## config.mk

```make
export PLATFORM = sky130hd
export DESIGN_NAME = coreuart_tx_fifo_gen2
export DESIGN_NICKNAME = d
export VERILOG_FILES = /design/src/rtl/coreuart_tx_fifo_gen2.sv
export SDC_FILE = /design/constraint.sdc
export NUM_CORES = 1
export LEC_CHECK = 0
export CAP_MARGIN = 0
export CORE_AREA = 2 2 157 159
export CTS_BUF_LIST = sky130_fd_sc_hd__clkbuf_16
export CTS_CLUSTER_DIAMETER = 40
export DETAILED_ROUTE_END_ITERATION = 16
export DIE_AREA = 0 0 159 161
export SETUP_SLACK_MARGIN = 0.5
export SYNTH_ARGS = -nofsm -noshare
export SYNTH_HDL_FRONTEND = slang
export SYNTH_SLANG_ARGS = --single-unit
```

## constraint.sdc

```tcl
create_clock -name clk -period 5.35 [get_ports clk]
set_input_delay 1.07 -clock clk [delete_from_list [all_inputs] [get_ports clk]]
set_output_delay 1.07 -clock clk [all_outputs]
set_load 0.02 [all_outputs]
```

## src/rtl/coreuart_tx_fifo_gen2.sv

```systemverilog
// CoreUART transmitter with a built-in TX FIFO and run-time frame format (5-9 data bits, parity, 1/2 stop).
// Define CORE_UART_TX_BREAK_EN to enable break generation on the break_req input.
module coreuart_tx_fifo_gen2 #(
    parameter int FIFO_DEPTH = 16,
    parameter int DATA_W     = 9,
    parameter int IDLE_GAP   = 0
) (
    input  logic                        clk,
    input  logic                        reset_n,
    input  logic                        xmit_pulse,
    input  logic [DATA_W-1:0]           wr_data,
    input  logic                        wr_en,
    input  logic [2:0]                  char_len,
    input  logic                        parity_en,
    input  logic                        odd_n_even,
    input  logic                        two_stop,
    input  logic                        break_req,
    output logic                        tx,
    output logic                        txrdy,
    output logic                        fifo_empty,
    output logic [$clog2(FIFO_DEPTH):0] fifo_count,
    output logic                        tx_busy,
    output logic                        overflow
);

    localparam int AW = $clog2(FIFO_DEPTH);
    localparam int CW = AW + 1;
    localparam logic [CW-1:0] FULL_CNT = CW'(FIFO_DEPTH);
    localparam logic [3:0]    GAP_LAST = 4'(IDLE_GAP - 1);

`ifdef CORE_UART_TX_BREAK_EN
    typedef enum logic [3:0] {IDLE, LOAD, START, DATA, PARITY, STOP1, STOP2, GAP, BREAK} state_t;
`else
    typedef enum logic [3:0] {IDLE, LOAD, START, DATA, PARITY, STOP1, STOP2, GAP} state_t;
    logic unused_break;
    assign unused_break = break_req;
`endif

    localparam state_t AFTER_STOP = (IDLE_GAP > 0) ? GAP : IDLE;

    state_t state_q, state_d;

    logic [DATA_W-1:0] mem [FIFO_DEPTH];
    logic [AW-1:0]     wr_ptr, rd_ptr;
    logic [CW-1:0]     count;
    logic              full, empty, push, pop;

    logic [DATA_W-1:0] head_q, shreg;
    logic [3:0]        len_d, len_q, bit_cnt, gap_cnt;
    logic              par_en_q, odd_q, two_q, par_acc, armed, last_data;

    // State register
    always_ff @(posedge clk) begin
        if (!reset_n) state_q <= IDLE;
        else          state_q <= state_d;
    end

    // Next-state logic
    always_comb begin
        state_d = state_q;
        case (state_q)
            IDLE: begin
                if (!empty) state_d = LOAD;
`ifdef CORE_UART_TX_BREAK_EN
                if (break_req) state_d = BREAK;
`endif
            end
            LOAD:   if (armed && xmit_pulse) state_d = START;
            START:  if (xmit_pulse) state_d = DATA;
            DATA:   if (xmit_pulse && last_data) state_d = par_en_q ? PARITY : STOP1;
            PARITY: if (xmit_pulse) state_d = STOP1;
            STOP1:  if (xmit_pulse) state_d = two_q ? STOP2 : AFTER_STOP;
            STOP2:  if (xmit_pulse) state_d = AFTER_STOP;
            GAP:    if (xmit_pulse && gap_cnt == GAP_LAST) state_d = IDLE;
`ifdef CORE_UART_TX_BREAK_EN
            BREAK:  if (xmit_pulse && !break_req && bit_cnt == 4'd1) state_d = IDLE;
`endif
            default: state_d = IDLE;
        endcase
    end

    // Outputs and control strobes
    always_comb begin
        full       = (count == FULL_CNT);
        empty      = (count == '0);
        push       = wr_en && !full;
        pop        = (state_q == IDLE) && (state_d == LOAD);
        last_data  = (bit_cnt == len_q - 4'd1);
        txrdy      = !full;
        fifo_empty = empty;
        fifo_count = count;
        tx_busy    = (state_q != IDLE);
        case (char_len)
            3'd0:    len_d = 4'd5;
            3'd1:    len_d = 4'd6;
            3'd2:    len_d = 4'd7;
            3'd4:    len_d = 4'd9;
            default: len_d = 4'd8;
        endcase
    end

    always_ff @(posedge clk) begin
        if (push) mem[wr_ptr] <= wr_data;
    end

    always_ff @(posedge clk) begin
        if (!reset_n) begin
            wr_ptr   <= '0;
            rd_ptr   <= '0;
            count    <= '0;
            overflow <= 1'b0;
        end else begin
            overflow <= wr_en && full;
            if (push) wr_ptr <= wr_ptr + 1'b1;
            if (pop)  rd_ptr <= rd_ptr + 1'b1;
            case ({push, pop})
                2'b10:   count <= count + 1'b1;
                2'b01:   count <= count - 1'b1;
                default: count <= count;
            endcase
        end
    end

    // The head is staged on the pop edge; LOAD's first clk moves it into the
    // shifter and latches the frame format, and only then accepts xmit_pulse.
    always_ff @(posedge clk) begin
        if (!reset_n) begin
            tx       <= 1'b1;
            head_q   <= '0;
            shreg    <= '0;
            len_q    <= 4'd8;
            par_en_q <= 1'b0;
            odd_q    <= 1'b0;
            two_q    <= 1'b0;
            par_acc  <= 1'b0;
            bit_cnt  <= '0;
            gap_cnt  <= '0;
            armed    <= 1'b0;
        end else begin
            if (pop) head_q <= mem[rd_ptr];
            case (state_q)
                IDLE: begin
                    armed   <= 1'b0;
                    bit_cnt <= '0;
                end
                LOAD: begin
                    if (!armed) begin
                        shreg    <= head_q;
                        len_q    <= len_d;
                        par_en_q <= parity_en;
                        odd_q    <= odd_n_even;
                        two_q    <= two_stop;
                        par_acc  <= 1'b0;
                        bit_cnt  <= '0;
                        armed    <= 1'b1;
                    end else if (xmit_pulse) begin
                        tx <= 1'b0;
                    end
                end
                START, DATA: begin
                    if (xmit_pulse) begin
                        tx      <= shreg[0];
                        shreg   <= {1'b0, shreg[DATA_W-1:1]};
                        par_acc <= par_acc ^ shreg[0];
                        bit_cnt <= bit_cnt + 4'd1;
                    end
                end
                PARITY: if (xmit_pulse) tx <= par_acc ^ odd_q;
                STOP1, STOP2: begin
                    if (xmit_pulse) begin
                        tx      <= 1'b1;
                        gap_cnt <= '0;
                    end
                end
                GAP: begin
                    if (xmit_pulse) begin
                        tx      <= 1'b1;
                        gap_cnt <= gap_cnt + 4'd1;
                    end
                end
`ifdef CORE_UART_TX_BREAK_EN
                BREAK: begin
                    if (xmit_pulse) begin
                        if (break_req) begin
                            tx      <= 1'b0;
                            bit_cnt <= '0;
                        end else begin
                            tx      <= 1'b1;
                            bit_cnt <= bit_cnt + 4'd1;
                        end
                    end
                end
`endif
                default: ;
            endcase
        end
    end

endmodule
```

# --- Word-level counts from Yosys, hierarchy flattened ---
# Memory sizes are Yosys's and may differ from the RTL's. A register that Yosys moved wholly into a read port is not among the register bits.
# Cells that the tools add are included.
word_totals:
  out_inout_bits: 10
  word_cells: 110
  inputBits: 20
  latchBits: 0
  ram_bits: 144
  ff_bits: 45
  mem_bits_ro: 0
  memories: 1
mem_list:
  columns: ["name", "depth", "width", "read_ports", "rd_clocked_by_memory_dff", "write_ports", "line", "text"]
  rows:
  - ["mem", 16, 9, 1, 1, 1, "43", "logic [DATA_W-1:0] mem [FIFO_DEPTH];"]
classes:
  bitwise: 3
  mux: 34
  eq_ne: 24
  add_sub_neg: 7
  shifts: 0
  multipliers: 0
  n_reduce_logical: 26
  div_mod_pow: 0
  order_cmp: 0
op_table:
  columns: ["operator", "n"]
  rows:
  - ["two-way mux 4 bit", 12]
  - ["one-hot mux 4 bit (8 select lines)", 1]
  - ["two-way mux 9 bit", 2]
  - ["one-hot mux 9 bit (2 select lines)", 1]
  - ["adder 4 x 1 -> 4 bit (second input constant)", 4]
  - ["equality test 4 x 3 -> 1 bit (second input constant)", 4]
  - ["one-hot mux 4 bit (4 select lines)", 1]
  - ["inequality test 2 bit (second input constant)", 7]
  - ["one-hot mux 4 bit (3 select lines)", 1]
  - ["two-way mux 1 bit", 10]
  - ["one-hot mux 5 bit (2 select lines)", 1]
  - ["AND reduction 3 bit", 3]
  - ["equality test 4 x 1 -> 1 bit (second input constant)", 2]
  - ["equality test 4 x 2 -> 1 bit (second input constant)", 2]
  - ["one-hot mux 4 bit (2 select lines)", 1]
  - ["nonzero test 2 bit", 4]
  - ["nonzero test 4 bit", 2]
  - ["logical AND 1 bit", 6]
  - ["AND reduction 6 bit", 1]
  - ["adder 5 x 1 -> 5 bit (second input constant)", 1]
  - ["equality test 5 bit (second input constant)", 1]
  - ["zero test 5 bit", 1]
  - ["subtractor 5 x 1 -> 5 bit (second input constant)", 1]
  - ["equality test 4 bit", 1]
  - ["other kinds (20)", 24]

# --- Logic depth before layout (Yosys ltp) ---
# Gate-level depths: netlist of the first run.
depth:
  ltp_word: 9
  depth_mapped: 11
  depth_no_buf: 11

# --- Worst setup path before layout of the first run ---
# No wires, ideal clock.
synth_path:
  path_kind: "input -> register"
  startpoint: "input port wr_en"
  endpoint: "register count[4] (netlist: fifo_count[4])"
  cell_stages: 9
  setup_ns: 0.072
  setup_slack_ns: 2.531
  arrival_ns: 2.747
  t_required_ns: 5.278
  path_buffers: 0
  cell_sequence: "a21boi_2 -> inv_1 -> ha_1 -> ha_1 -> nor2b_1 -> o21ai_0 -> a21oi_1 -> nor3_1 -> mux2i_1"
synth_between:
  elab_chain_len: 3
  elab_cells_between_ends: 5
  classes_between: "eq/ne: 2; mux: 1; reduce/logical: 2"
synth_rtl:
  columns: ["item", "line", "text"]
  rows:
  - ["from (decl)", "12", "input logic wr_en,"]
  - ["logical AND 1 bit (*)", "86", "push = wr_en && !full;"]
  - ["equality test 2 x 1 -> 1 bit / equality test 2 bit (equally long branches)", "116", "case ({push, pop})"]
  - ["one-hot mux 5 bit (2 select lines) / nonzero test 2 bit (equally long branches)", null, null]
  - ["to (signal assigned)", "117", "2'b10: count <= count + 1'b1;"]
  - ["to (signal assigned)", "118", "2'b01: count <= count - 1'b1;"]
  - ["to (signal assigned)", "119", "default: count <= count;"]
  - ["to (decl)", "45", "logic [CW-1:0] count;"]
# Mark *: on every way between the ends. The rest lies on a longest branch, timed or not.
# A chain may end at the register's enable or synchronous reset.

# --- Final worst setup path of the first run ---
layout_path:
  startpoint: "register state_q[1]"
  endpoint: "register count[4] (netlist: fifo_count[4])"
layout_between:
  elab_chain_len: 6
  elab_cells_between_ends: 23
  classes_between: "eq/ne: 10; mux: 10; reduce/logical: 3"
layout_rtl:
  columns: ["item", "line", "text"]
  rows:
  - ["from (decl)", "41", "state_t state_q, state_d;"]
  - ["from (signal assigned)", "55", "else state_q <= state_d;"]
  - ["equality test 4 x 3 -> 1 bit, or another cell as far along", "61", "case (state_q)"]
  - ["one-hot mux 4 bit (8 select lines)", "61", null]
  - ["equality test 4 x 1 -> 1 bit", "87", "pop = (state_q == IDLE) && (state_d == LOAD);"]
  - ["logical AND 1 bit (*)", "87", null]
  - ["equality test 2 x 1 -> 1 bit / equality test 2 bit (equally long branches)", "116", null]
  - ["one-hot mux 5 bit (2 select lines) / nonzero test 2 bit (equally long branches)", null, null]
# Marks and branches as above.

==> impl_metrics.yaml, run 1 <==
run_status:
  status: "completed"
finish:
  drive_gt1_share_pct: 14.3
  antenna_cells: 0
  multi_input_comb_area_um2: 2630
  post_route_cell_area_um2: 9440
  mostFrequentLayoutCells: "edfxtp_1, dfxtp_1, nand2_1"
  fillCellCount: 2274
  mostFrequentLayoutCell: "edfxtp_1"
  num-nets-final: 614
  register_area_um2: 5410
  area_delta_synth_final_pct: 14.9
place:
  dpl-instance-area_um2: 8820
  last_weighted_congestion_value_of_the_routability_driven_placer: 0.772
  dp_hpwl_um: 10100
  port_buffers: 28
detailed_routing:
  route.vias.total: 4587
  remaining_drc_errors: 0
  antenna_left: 0
  wl_um: 16200
  drt-pass1-iter-count: 5
  drtIter0Drc: 420
  routedWlPerCell_um: 17.7
  route.detailed.vias_per_inst: 5.00
critical_path:
  timing.critical_path.to_type: "register"
  cp.arrival_ns: 3.64
  worst-path-max-fanout: 21
  setup.worst_path.start_class: "register"
  worstSetupPathType: "register to register"
  required_ns: 5.71
floorplan:
  floorplan.io_pins: 30
  die_outline_area_um2: 25600
  core_area_um2: 24000
  rows: 57
  chip_height_um: 161
  chipWidth_um: 159
  initial_core_utilization_pct: 34.3
timing:
  max_slew_margin_pct: 35.6
  report.final.hold_viol_count: 0
  final.setup.tns_ns: 0
  fmax_ghz: 0.305
  post-route-min-period_ns: 3.28
  slew_viol_final: 0
  unrepaired_setup_endpoints_after_global_routing: "false"
  setup_viol_count_final: 0
  timing_worst_slew_pin_value_ns: 0.965
  period_share_pct: 61.4
  whs_ns: 0.478
  fin_skew_ns: 0.0119
clock_network:
  root_buffer: "clkbuf_16"
  clk_latency_worst_skew_pair_ns: 0.43
  clock_tree.htree_level_count: 4
  clkTransAtPathRegs_ns: 0.08
  clock_sinks: 198
  cts_setup_buffers: 0
  cts_tree: "yes"
  clock_path_buffers: 2
  cts-resized-gates: 0
  post_cts_hold_buffer_count: 0
  cts_buffers: 17
yosys:
  syn-mean-instance-area_um2: 14.8
  synth.yosys.seq_area_share_pct: 65.8
  share_of_the_synthesized_area_in_the_top_cell_type_pct: 52.6
  seq_cells_post_synth: 198
  syn_area_um2: 8220
  synth.area.top_cells: "edfxtp_1, dfxtp_1, mux4_2, nand2_1, a22o_1"
  synthDistinctLibCells: 50
  count_of_flip_flops_with_a_built_in_enable_after_synthesis: 144
  postSynth.asyncResetShare_pct: 0
  synthesis.yosys.warnings: 0
  post_synth_inst_count: 555
  synth.largest_area_cell: "edfxtp_1"
  synthesis.nets: 588
  synth_ff_type: "edfxtp_1"
min_path:
  worstHoldPathType: "register to register"
global_routing:
  grt_pass1_vias: 4575
  groute.usage.overall_pct: 13.1
  grt.overflow.total: 0
  antenna_violations_before_repair: 0
  first_pass_grt_wire_length_um: 25700
  pin_count_of_the_biggest_net_entering_global_routing: 54
power:
  vdd.ir_drop.worst_uv: 244
  pwr_density_cell_nw_per_um2: 401
  leakage_nw: 3.11
run:
  max_cap_violations: 0
## cells by family (layout without fill, tap and decap cells)
logic type	Yosys count	after routing	share of synthesized area (%)
muxes	47	47	11.2
DFF	198	198	65.8
adders and majority gates	13	13	2.07
buffers and inverters	40	79	2.19
xor gates and xnor gates	18	18	1.92
other	1	1	0.0456
AOI/OAI and AO/OA	89	89	7.86
and+or+nand+nor	149	149	8.95
## layout make-up
| cell class | count | area share [%] |
|---|---|---|
| inverters | 12 | 0.477 |
| well taps | 324 | 4.29 |
| repair buffers | 35 | 3.53 |
| clock inverters | 15 | 2.04 |
| multi-input cells | 317 | 27.9 |
| clock buffers | 17 | 4.51 |
| flip-flops and latches | 198 | 57.3 |
## per-stage QoR
step / setup WS, ns / util (%) / instances / power, mW
CTS: 2.04 / 39.4 / 918 / 3.83
finish: 2.07 / 39.4 / 918 / 3.79
detailed placement: 1.66 / 36.8 / 886 / 2.54
global route: 1.81 / 39.4 / 918 / 3.97
global placement: 1.73 / 36.8 / 886 / 2.51
floorplan: 2.53 / - / 555 / 2.32
## synth_stat cells, types with 8 or more instances
library cell / n
nor2_1: 33
a21oi_1: 12
xnor2_1: 11
o211a_1: 8
mux2i_1: 11
a21boi_0: 10
buf_2: 9
o22ai_1: 9
ha_1: 12
and2_1: 13
dfxtp_1: 54
nand2_1: 50
mux4_2: 36
inv_1: 12
a22o_1: 18
nor2b_1: 14
edfxtp_1: 144
o21ai_0: 18
nor3_1: 9
clkbuf_1: 13
## state kept, by name, summed over array words and instances (netlist names)
register	cells
rd_ptr	4
shreg	9
len_q	4
par_acc	1
par_en_q	1
odd_q	1
mem	144
wr_ptr	4
gap_cnt	4
head_q	9
overflow	1
bit_cnt	4
two_q	1
armed	1
tx	1
fifo_count	5
state_q	4
## worst paths after layout
kind | from | slack, ns | end | depth (start not counted)
hold / removal | head_q[3] | 0.48 | head_q[3] | 2
hold reg to reg | head_q[3] | 0.48 | head_q[3] | 2
setup reg to reg | state_q[1] | 2.07 | fifo_count[4] | 10
setup / recovery | state_q[1] | 2.07 | fifo_count[4] | 10
## routing by layer
layer | GRT usage [%] | up-vias | share of wire [%]
met5 | 0 | - | 0
met4 | 3.51 | 0 | 0.92
met3 | 3.42 | 10 | 4.1
met2 | 21.7 | 101 | 49
met1 | 17.3 | 2326 | 46
li1 | - | 2150 | -
## critical path, stage by stage, from the launching register on
cell,delay (ns)
dfxtp_1,0.50
or4_4,0.63
a21oi_4,0.42
ha_1,0.32
inv_1,0.10
fa_1,0.41
nor2b_1,0.13
o21ai_0,0.12
and3_1,0.20
nor3_1,0.17
mux2i_1,0.21
## power breakdown
group / switching (mW) / internal [mW]
Combinational: 0.373 / 0.324
Sequential: 0.0648 / 1.73
Clock: 0.651 / 0.645
No activity file was read; power rests on OpenSTA's default activity.
==> run 2: changes to the inputs <==
Clock period 5.35 ns to 3.35 ns, I/O delays scaled along.
==> run 2 against run 1 <==
Against the previous run: highest routed layer unchanged; critical path depth is the same; global-route usage increased by 0.33 points; combinational power is 64% higher; core utilization is 0.68 points higher; largest cell class unchanged; count of clock-buffer cells in the layout stayed put; clock power rose by 58%; critical path type unchanged.
==> impl_metrics.yaml, run 2 (synthesis results as in run 1) <==
timing:
  timing_worst_slew_pin_value_ns: 0.770
  final.setup.tns_ns: 0
  report.final.hold_viol_count: 0
  period_share_pct: 82.6
  post-route-min-period_ns: 2.77
  fmax_ghz: 0.361
  setup_viol_count_final: 0
  final.setup.worst_slack_ns: 0.582
  max_slew_margin_pct: 48.6
  slew_viol_final: 0
  fin_skew_ns: 0.0180
  unrepaired_setup_endpoints_after_global_routing: "true"
  whs_ns: 0.477
floorplan:
  die_outline_area_um2: 25600
  chipWidth_um: 159
  initial_core_utilization_pct: 34.3
  rows: 57
  core_area_um2: 24000
  floorplan.io_pins: 30
  chip_height_um: 161
place:
  port_buffers: 28
  dp_slack_ns: 0.425
  dp_hpwl_um: 10900
  last_weighted_congestion_value_of_the_routability_driven_placer: 0.791
finish:
  antenna_cells: 0
  registers.top_by_ff_count: "mem"
  num-nets-final: 632
  drive_gt1_share_pct: 17.2
  mostFrequentLayoutCell: "edfxtp_1"
  biggestRegsByFlops: "mem (144), head_q (9), shreg (9)"
  area_delta_synth_final_pct: 16.9
  largest_reg_flops: 144
  mostFrequentLayoutCells: "edfxtp_1, dfxtp_1, nand2_1"
global_routing:
  antenna_violations_before_repair: 0
  grt.overflow.total: 0
  first_pass_grt_wire_length_um: 26400
  grt_pass1_vias: 4693
  pin_count_of_the_biggest_net_entering_global_routing: 40
  groute.usage.overall_pct: 13.5
detailed_routing:
  route.detailed.vias_per_inst: 4.95
  antenna_left: 0
  wl_um: 16700
  remaining_drc_errors: 0
  drt-pass1-iter-count: 4
  drtIter0Drc: 267
  routedWlPerCell_um: 17.8
  route.vias.total: 4630
run:
  max_cap_violations: 0
clock_network:
  clk_latency_worst_skew_pair_ns: 0.44
  cts_buffers: 17
  clkTransAtPathRegs_ns: 0.08
  cts_tree: "yes"
  clock_path_buffers: 2
  post_cts_hold_buffer_count: 0
  clock_sinks: 198
  clock_tree.htree_level_count: 4
  root_buffer: "clkbuf_16"
power:
  vdd.ir_drop.worst_uv: 281
  switching_share_pct: 28.5
  power_frac_clock_pct: 33.8
  logic_gate_share_of_total_power_pct: 18.7
  net-switching-power_mw: 1.74
  power.total_mw: 6.10
  leakage_nw: 3.21
  p_int_mw: 4.36
  pwr-share-seq_pct: 47.5
  pwr_density_cell_nw_per_um2: 635
critical_path:
  r2r-start: "state_q[0]"
  delay_of_the_slowest_cell_on_the_worst_path_ns: 0.59
  crit_start: "state_q[0]"
  cpMaxStageDelayCell: "or4_4"
  worstSetupPathType: "register to register"
  setup.worst_path.start_class: "register"
  required_ns: 3.70
  timing.critical_path.cells: "or4_4, a21oi_4, ha_2, inv_1, fa_1, nor2b_1, o21ai_0, and3_1, nor3_1, mux2i_1"
  timing.critical_path.to_type: "register"
  worst-path-max-fanout: 13
  cp.arrival_ns: 3.12
min_path:
  worstHoldPathType: "register to register"
  hp-start: "head_q[1]"
run_status:
  status: "completed"
## run 2: path summary, 6_finish.rpt
check                   to  slack [ns]  cells after the start
min              head_q[1]        0.48                      2
min reg2reg      head_q[1]        0.48                      2
max reg2reg  fifo_count[4]        0.58                     10
max          fifo_count[4]        0.58                     10
## run 2: worst max-delay path: cells and delay by family, from the launching register on
family / cells / cell delay, ns
AO/OA/AOI/OAI: 2 / 0.26
flip-flops: 1 / 0.39
adder cells (fa/ha/maj): 2 / 0.62
multiplexers: 1 / 0.23
AND/OR/NAND/NOR: 4 / 1.13
buffers and inverters: 1 / 0.08
## run 2: power groups by stage
stage / combinational [mW] / sequential [mW] / clock (mW)
final: 1.14 / 2.90 / 2.06
after floorplan: 0.779 / 2.92 / 0
after global routing: 1.24 / 2.92 / 2.21
after CTS: 1.13 / 2.90 / 2.12
after detailed placement: 1.13 / 2.96 / 0
after global placement: 1.11 / 2.95 / 0
## run 2: cell type report
class	instances	area [um2]
Clock buffer	17	425
Clock inverter	15	193
Fill cell	2217	14400
Inverter	12	45.0
Multi-Input combinational cell	317	2640
Sequential cell	198	5410
Tap cell	324	405
Timing Repair Buffer	53	493
## run 2: per-layer routing
layer	vias up	GRT usage [%]	routed length, um
met5	-	0	0
met3	8	2.82	688
li1	2191	-	-
met1	2350	18.5	7720
met2	81	21.9	8160
met4	0	3.72	115
## run 2: metrics by stage
stage	utilization (%)	std cells	cell area [um2]
finish	40.1	936	9610
global route	40.1	936	9610
CTS	40.0	935	9590
detailed placement	37.5	903	8980
global placement	37.5	903	8980
floorplan	-	555	8220
## run 2: what timing repair did
item / in CTS / in global routing
endpoints found under the setup margin: 0 / 2
resized for setup: 0 / 2
buffers inserted: 0 / 1
